File: src/rtl/sprite_compositor_pkg.sv
// Shared constants, object attribute record and the procedural sprite image
// used by the fruit sprite compositor.
package fruit_pkg;

   localparam int NUM_OBJ    = 4;
   localparam int SPR_SIZE   = 32;
   localparam int PIX_LAT    = 2;
   localparam int COMMIT_ROW = 480;

   localparam int ROW_W  = 9;
   localparam int COL_W  = 10;
   localparam int TYPE_W = 3;
   localparam int IDX_W  = 2;
   localparam int PIX_W  = 12;
   localparam int SPR_AW = 5;
   localparam int ROM_AW = TYPE_W + 2 * SPR_AW;

   typedef struct packed {
      logic              en;
      logic [COL_W-1:0]  x;
      logic [ROW_W-1:0]  y;
      logic [TYPE_W-1:0] kind;
   } obj_attr_t;

   // Sprite image content for address {type, dy, dx}. Texels whose low three
   // dx bits equal the image number are transparent; the rest encode their
   // own coordinates so every opaque texel is distinguishable.
   function automatic logic [PIX_W-1:0] sprite_texel(input logic [ROM_AW-1:0] addr,
                                                     input logic [PIX_W-1:0]  key);
      logic [TYPE_W-1:0] t;
      logic [SPR_AW-1:0] dy;
      logic [SPR_AW-1:0] dx;
      t  = addr[ROM_AW-1 -: TYPE_W];
      dy = addr[2*SPR_AW-1 -: SPR_AW];
      dx = addr[SPR_AW-1:0];
      if (dx[2:0] == t)
         return key;
      return {t ^ {dx[4], 2'b00}, dy, dx[3:0]};
   endfunction

endpackage

File: src/rtl/sprite_compositor_rom.sv
// 8192 x 12 sprite image store with a registered read port. The image is
// produced by sprite_texel so every instance holds identical content.
module sprite_rom
   import fruit_pkg::*;
#(
   parameter logic [PIX_W-1:0] KEY_COLOR = 12'hF0F
) (
   input  logic              clk,
   input  logic [ROM_AW-1:0] i_addr,
   output logic [PIX_W-1:0]  o_data
);

   logic [PIX_W-1:0] r_data_p1;

   // Synchronous read: data for the address presented this cycle appears next cycle.
   always_ff @(posedge clk) begin
      r_data_p1 <= sprite_texel(i_addr, KEY_COLOR);
   end

   assign o_data = r_data_p1;

endmodule

File: src/rtl/sprite_compositor.sv
// Composites up to NUM_OBJ 32x32 sprites over a solid background for the VGA
// stage. Attributes are written into a shadow bank and copied to the active
// bank once per frame in vertical blank, so a frame never tears. The pixel
// path is a 2-stage pipeline computing two columns ahead of the live scan.
module sprite_compositor
   import fruit_pkg::*;
#(
   parameter int               NUM_OBJ   = fruit_pkg::NUM_OBJ,
   parameter logic [PIX_W-1:0] BG_COLOR  = 12'h420,
   parameter logic [PIX_W-1:0] KEY_COLOR = 12'hF0F
) (
   input  logic              clk,
   input  logic              rst_n,
   input  logic [ROW_W-1:0]  row,
   input  logic [COL_W-1:0]  col,
   input  logic              obj_we,
   input  logic [IDX_W-1:0]  obj_idx,
   input  logic              obj_en,
   input  logic [COL_W-1:0]  obj_x,
   input  logic [ROW_W-1:0]  obj_y,
   input  logic [TYPE_W-1:0] obj_type,
   output logic [PIX_W-1:0]  pix,
   output logic              frame_tick
);

   obj_attr_t         r_shadow [NUM_OBJ];
   obj_attr_t         r_active [NUM_OBJ];
   obj_attr_t         w_wr_attr;
   logic              w_commit;
   logic [COL_W-1:0]  w_pc_p0;
   logic [NUM_OBJ-1:0] w_hit_p0;
   logic [NUM_OBJ-1:0] r_hit_p1;
   logic [ROM_AW-1:0] w_addr_p0 [NUM_OBJ];
   logic [PIX_W-1:0]  w_texel_p1 [NUM_OBJ];
   logic [PIX_W-1:0]  w_sel_p1;
   logic [PIX_W-1:0]  r_pix_p2;
   logic              r_frame_tick;

   assign w_wr_attr = '{en: obj_en, x: obj_x, y: obj_y, kind: obj_type};

   // Commit happens at the first pixel of the first vertical-blank line.
   assign w_commit = (row == ROW_W'(COMMIT_ROW)) && (col == '0);

   // Look-ahead column; wraps mod 1024 so columns 0 and 1 come out right.
   assign w_pc_p0 = col + COL_W'(PIX_LAT);

   // Shadow bank: game-logic writes land here and are always accepted.
   always_ff @(posedge clk or negedge rst_n) begin
      if (!rst_n) begin
         for (int i = 0; i < NUM_OBJ; i++)
            r_shadow[i] <= '0;
      end else if (obj_we) begin
         for (int i = 0; i < NUM_OBJ; i++)
            if (obj_idx == IDX_W'(i))
               r_shadow[i] <= w_wr_attr;
      end
   end

   // Active bank: copies the pre-write shadow on the commit cycle.
   always_ff @(posedge clk or negedge rst_n) begin
      if (!rst_n) begin
         for (int i = 0; i < NUM_OBJ; i++)
            r_active[i] <= '0;
      end else if (w_commit) begin
         for (int i = 0; i < NUM_OBJ; i++)
            r_active[i] <= r_shadow[i];
      end
   end

   // ---- stage 0 -> 1: per-slot offsets, hit test and ROM address ----
   for (genvar gi = 0; gi < NUM_OBJ; gi++) begin : g_slot
      logic [COL_W-1:0] w_dx_p0;
      logic [ROW_W-1:0] w_dy_p0;

      // Modular differences make sprites near x=1023 / y=511 wrap onto the left/top edge.
      assign w_dx_p0 = w_pc_p0 - r_active[gi].x;
      assign w_dy_p0 = row - r_active[gi].y;

      assign w_hit_p0[gi] = r_active[gi].en
                            && (w_dx_p0 < COL_W'(SPR_SIZE))
                            && (w_dy_p0 < ROW_W'(SPR_SIZE));

      assign w_addr_p0[gi] = {r_active[gi].kind, w_dy_p0[SPR_AW-1:0], w_dx_p0[SPR_AW-1:0]};

      sprite_rom #(
         .KEY_COLOR (KEY_COLOR)
      ) u_rom (
         .clk    (clk),
         .i_addr (w_addr_p0[gi]),
         .o_data (w_texel_p1[gi])
      );
   end

   // Hit flags registered alongside the ROM read so both arrive in stage 1.
   always_ff @(posedge clk or negedge rst_n) begin
      if (!rst_n)
         r_hit_p1 <= '0;
      else
         r_hit_p1 <= w_hit_p0;
   end

   // ---- stage 1 -> 2: priority select and output register ----
   // Lowest-index opaque hit wins; otherwise background.
   always_comb begin
      w_sel_p1 = BG_COLOR;
      for (int i = NUM_OBJ - 1; i >= 0; i--)
         if (r_hit_p1[i] && (w_texel_p1[i] != KEY_COLOR))
            w_sel_p1 = w_texel_p1[i];
   end

   // Output pixel and one-cycle commit pulse.
   always_ff @(posedge clk or negedge rst_n) begin
      if (!rst_n) begin
         r_pix_p2     <= '0;
         r_frame_tick <= 1'b0;
      end else begin
         r_pix_p2     <= w_sel_p1;
         r_frame_tick <= w_commit;
      end
   end

   assign pix        = r_pix_p2;
   assign frame_tick = r_frame_tick;

endmodule

File: config.mk
export PLATFORM = sky130hd
export DESIGN_NAME = sprite_compositor
export DESIGN_NICKNAME = d
export VERILOG_FILES = /design/src/rtl/sprite_compositor_pkg.sv /design/src/rtl/sprite_compositor_rom.sv /design/src/rtl/sprite_compositor.sv
export SDC_FILE = /design/constraint.sdc
export NUM_CORES = 1
export LEC_CHECK = 0
export BUFFER_PORTS_ARGS = -buffer_cell sky130_fd_sc_hd__buf_2
export CORE_MARGIN = 8
export CORE_UTILIZATION = 45
export DETAILED_ROUTE_END_ITERATION = 8
export PLACE_DENSITY_LB_ADDON = 0.05
export SKIP_LAST_GASP = 1
export SLEW_MARGIN = 40
export SYNTH_ARGS = -nofsm -noshare
export SYNTH_HDL_FRONTEND = slang
export SYNTH_SLANG_ARGS = --single-unit
export TNS_END_PERCENT = 50
File: constraint.sdc
create_clock -name clk -period 5 [get_ports clk]
set_clock_uncertainty 0.15 [all_clocks]
set_input_delay 1.25 -clock clk [delete_from_list [all_inputs] [get_ports clk]]
set_output_delay 1.25 -clock clk [all_outputs]
set_load 0.05 [all_outputs]
### Word level (Yosys, flattened, before mapping)

Cells that the tools add are included.

| storage, ports and cells | value |
|---|---|
| bits in registers | 249 |
| bits of input ports | 47 |
| output and inout bits | 13 |
| word-level logic and storage cells | 107 |

| operators by class | value |
|---|---|
| add/sub/neg operators | 9 |
| magnitude comparators | 8 |
| equal/unequal tests | 12 |
| muxes and demuxes | 16 |
| bitwise gates (word level) | 4 |
| reductions and logical operators | 19 |

Operators with widths:

| cell | number |
|---|---|
| $mux 12 | 12 |
| $ne 12x12->1 const B | 4 |
| $lt 10x6->1 const B | 4 |
| $sub 10x10->10 | 4 |
| $lt 9x6->1 const B | 4 |
| $sub 9x9->9 | 4 |
| $logic_and 1x1->1 | 13 |
| $eq 3x3->1 | 4 |
| $xor 3x3->3 | 4 |
| $add 10x2->10 const B | 1 |
| $logic_not 10->1 | 1 |
| $eq 9x9->1 const B | 1 |
| $reduce_and 2->1 | 4 |
| $eq 2x2->1 const B | 2 |
| $mux 1 | 4 |
| $eq 2x1->1 const B | 1 |
| $logic_not 2->1 | 1 |

### Longest topological paths before layout

| logic depth | value |
|---|---|
| depth in word-level cells | 6 |
| gate-level depth with buffers | 12 |
| gate-level depth less buffers | 11 |

### By module

A second synthesis with hierarchy kept.

| second synthesis, totals | value |
|---|---|
| cell total of the unflattened synthesis | 1181 |
| area, all modules | 12769.7 sq um |

Modules (own cells, without submodules):

| module | times used | cells an instance | area each (sq um) | seq. area each (sq um) |
|---|---|---|---|---|
| sprite_compositor | 1 | 1029 | 11053.1 | 5029.8 |
| sprite_rom | 4 | 38 | 429.2 | 240.2 |

### Least setup slack after synthesis

OpenSTA, ideal clock, no wires.

| timing | value |
|---|---|
| path type | input-to-reg |
| start point | input col[1] |
| end point | register r_hit_p1[1] |
| library setup time | 96 ps |
| arrival time | 3431 ps |
| required time | 4754 ps |
| slack | 1323 ps |
| stages | 11 |
| buffers on the path | 0 |
| cell sequence | ha_1 nand3_1 xnor2_1 ha_1 nor3b_1 a2111o_1 a2111oi_2 o21ai_1 nor4_2 o311ai_1 nor4_2 |

| on the way | value |
|---|---|
| word-level cells in the longest chain between the ends | 5 |

Ends and longest elaborated chain:

| what | line | RTL |
|---|---|---|
| start: declaration | sprite_compositor.sv:15 | `input logic [COL_W-1:0] col,` |
| $add 10x2->10 | sprite_compositor.sv:45 | `assign w_pc_p0 = col + COL_W'(PIX_LAT);` |
| $sub 10x10->10 | sprite_compositor.sv:76 | `assign w_dx_p0 = w_pc_p0 - r_active[gi].x;` |
| $lt 10x6->1 | sprite_compositor.sv:80 | `&& (w_dx_p0 < COL_W'(SPR_SIZE))` |
| $logic_and 1x1->1 | sprite_compositor.sv:80 |  |
| $logic_and 1x1->1 | sprite_compositor.sv:81 | `&& (w_dy_p0 < ROW_W'(SPR_SIZE));` |
| via w_hit_p0[1] | sprite_compositor.sv:31 | `logic [NUM_OBJ-1:0] w_hit_p0;` |
| end signal: assignment | sprite_compositor.sv:99 | `r_hit_p1 <= w_hit_p0;` |
| end: declaration | sprite_compositor.sv:32 | `logic [NUM_OBJ-1:0] r_hit_p1;` |

The timed path passes the listed nets, and every way through them passes these cells.
A chain may end at the register's enable or synchronous reset.

### Final worst setup path

| timing | value |
|---|---|
| start point | input col[1] |
| end point | register r_hit_p1[2] |

The elaborated chain is that of the path after synthesis.

==> results.json <==
{
  "status": "complete, no violations",
  "synth.distinct_cells": 73,
  "routed_via_density": 5.468,
  "grt_pass1_vias": 8762,
  "synthArstFlopShare_pct": 80.72,
  "slowest_delay_ns": 0.46,
  "die_height_um": 182.9,
  "core_area_sq_um": 27630,
  "maxCapViolations": 0,
  "holdBufCountCts": 0,
  "worst_path_dominant_cell_family": "compound AO/OA/AOI/OAI gates",
  "placed_cells": 1578,
  "end_kind": "flop",
  "synth-main-ff-cell": "dfrtp_1",
  "period_needed_ns": 3.708,
  "pin_count": 60,
  "power_leakage_uw": 0.006569,
  "r2r_setup_slack_ns": 2.31,
  "cp_max_fo": 6,
  "dieArea_sq_um": 33470,
  "cts_made_buffers": 28,
  "r2r-start": "r_active[58]",
  "critPathLaunch": "col[1]",
  "drt_iter0_drc": 543,
  "route.detailed.drc": 0,
  "grt_max_degree": 107,
  "cts.reportedPaths.clkPinSlew_ns": 0.06,
  "utilization_pct": 51.38,
  "rsz0062_at_grt": "false",
  "min_path_type": "flop to flop",
  "ys.warnings.count": 0,
  "dr_total_vias": 8902,
  "rows": 61,
  "nets": 1354,
  "ff2ff_path_depth": 7,
  "portBuffers": 59,
  "setup_viol": 0,
  "place_congestion": 0.8900,
  "synthCells": 1165,
  "cts_sinks": 249,
  "synthTopCellsByArea": "dfrtp_1 40%, mux2_2 11%, dfxtp_1 7.7%",
  "clk_path_buf_depth": 3,
  "final_cell_area_sq_um": 14190,
  "slowest_stage": "xnor2_1",
  "max_slew_margin_pct": 50.56,
  "hpwl_um": 25290,
  "crit_arrival_ns": 3.99,
  "grt_pass1_wl_um": 52860,
  "insertion_delay_ns": 0.55,
  "antenna_found_initial": 4,
  "path_depth": 12,
  "start_util_pct": 45.39,
  "synthesis.nets": 1289,
  "ir_drop_v": 0.0002155,
  "yosys.area.top_type": "dfrtp_1",
  "cts-root-buf": "clkbuf_16",
  "htreeDepth": 1,
  "syn_area_sq_um": 12540,
  "yosys.area.top_type_share_pct": 40.10,
  "p_per_area_nw_per_um2": 339.2,
  "critPathLaunchType": "primary input",
  "cpMostUsedCell": "ha_1",
  "endpoint": "r_hit_p1[2]",
  "ys_top_cells_by_count": "201 x dfrtp_1, 124 x mux2_2, 111 x o21ai_0, 103 x nand2_1, 89 x inv_1",
  "synth-seq-cells": 249,
  "area_growth_pct": 13.18,
  "rr_endpoint": "g_slot[1].u_rom.o_data[6]",
  "worst_pin_slew_ns": 0.7313,
  "routedWlPerCell_um": 21.02,
  "tritoncts": "built",
  "synth-edff-count": 0,
  "die_w_um": 182.9,
  "crit_required_ns": 5.29,
  "fin_tns_setup_ns": 0,
  "crit_type": "primary input to flop",
  "drv_slew": 0,
  "final.period_utilization_pct": 74.15,
  "grt_use_total_pct": 20.61,
  "finalNonFillerCells": 1628,
  "cts_setup_buffers": 0,
  "layout-drive-gt1-share_pct": 20.10,
  "hold_slack_ns": 0.3013,
  "synth_most_common_cell": "dfrtp_1",
  "timing_hold_violations_final": 0,
  "ys_seq_area_share_pct": 47.77,
  "critPathBufInv": 1,
  "cp_cell_sequence": "buf_2 -> ha_1 -> nand2_1 -> xnor2_1 -> ha_1 -> nor2b_1 -> o21ai_0 -> and3_1 -> nand4_1 -> a311oi_1 -> nand3_1 -> a2111oi_2",
  "post_cts_resized": 0,
  "ant_nets": 0,
  "fmax_mhz": 269.7,
  "grt-ovfl-total": 0,
  "synth.avg_cell_area_sq_um": 10.77,
  "firstDrtPassIters": 4,
  "place_area_sq_um": 13280,
  "wirelength_um": 34220
}
==> sequential cells by signal, indices dropped and copies added (netlist names) <==
name                 count
pix                     12
frame_tick               1
r_active                92
r_hit_p1                 4
r_shadow                92
g_slot.u_rom.o_data     48
==> cell families after synthesis <==
logic type	Yosys count	share of synthesized area [%]
xor+xnor	53	3.761
flops	249	47.77
mux	130	11.61
fa+ha+maj	77	8.160
simple gates	265	10.96
buf+inv	122	4.010
compound gates	269	13.73
==> worst min-delay path by stage <==
stage / from / endpoint / cells past startpoint
after global placement: g_slot[0].u_rom.o_data[6] / pix[6] / 2
after CTS: g_slot[0].u_rom.o_data[4] / pix[4] / 2
final: g_slot[0].u_rom.o_data[4] / pix[4] / 2
after global routing: g_slot[0].u_rom.o_data[6] / pix[6] / 2
after detailed placement: g_slot[0].u_rom.o_data[1] / pix[1] / 2
after floorplan: g_slot[0].u_rom.o_data[6] / pix[6] / 2
==> stage by stage <==
step | worst slack, ns | power (uW)
floorplan | 1.323 | 2622
global placement | 0.7436 | 2812
detailed placement | 0.7214 | 2824
CTS | 1.297 | 4864
global route | 1.084 | 5028
finish | 1.292 | 4815
==> cell type report <==
cell class	count	area, sq um
Fill cell	2606	13430
Multi-Input combinational cell	794	6060
Sequential cell	249	5991
Clock buffer	41	842.1
Tap cell	378	473.0
Timing Repair Buffer	68	420.4
Inverter	89	334.1
Clock inverter	8	72.57
Antenna cell	1	2.502
==> cell usage in the layout, fill, tap and decap left out, types with 17 or more instances in the layout <==
| cell type | instances |
|---|---|
| dfrtp_1 | 201 |
| xnor2_1 | 31 |
| o21ai_0 | 111 |
| mux2_2 | 124 |
| nand3_1 | 17 |
| inv_1 | 89 |
| xor2_1 | 21 |
| nor2_1 | 32 |
| buf_2 | 58 |
| ha_1 | 69 |
| dfxtp_1 | 48 |
| a21oi_1 | 41 |
| nand2b_1 | 26 |
| clkbuf_16 | 31 |
| nand2_1 | 103 |
==> per-layer routing <==
layer  GRT usage, %  part of all wire, %  vias up
li1               -                    -     4269
met1          27.74                   46     4359
met2          33.63                   46      202
met3          3.562                  4.7       68
met4          6.148                  3.2        4
met5              0                0.076        -
==> worst reg2reg max path, stage by stage (launching register included) <==
cell,delay (ns)
dfrtp_1,0.37
ha_1,0.19
inv_1,0.06
fa_1,0.40
xnor2_1,0.26
xor2_1,0.35
nand3_1,0.46
and3_1,0.34
==> power by group <==
| group | internal, uW | switching [uW] |
|---|---|---|
| logic | 233 | 268 |
| clock network | 1210 | 818 |
| registers | 2190 | 91.2 |
| total | 3640 | 1180 |
No activity file was read; power rests on OpenSTA's default activity.
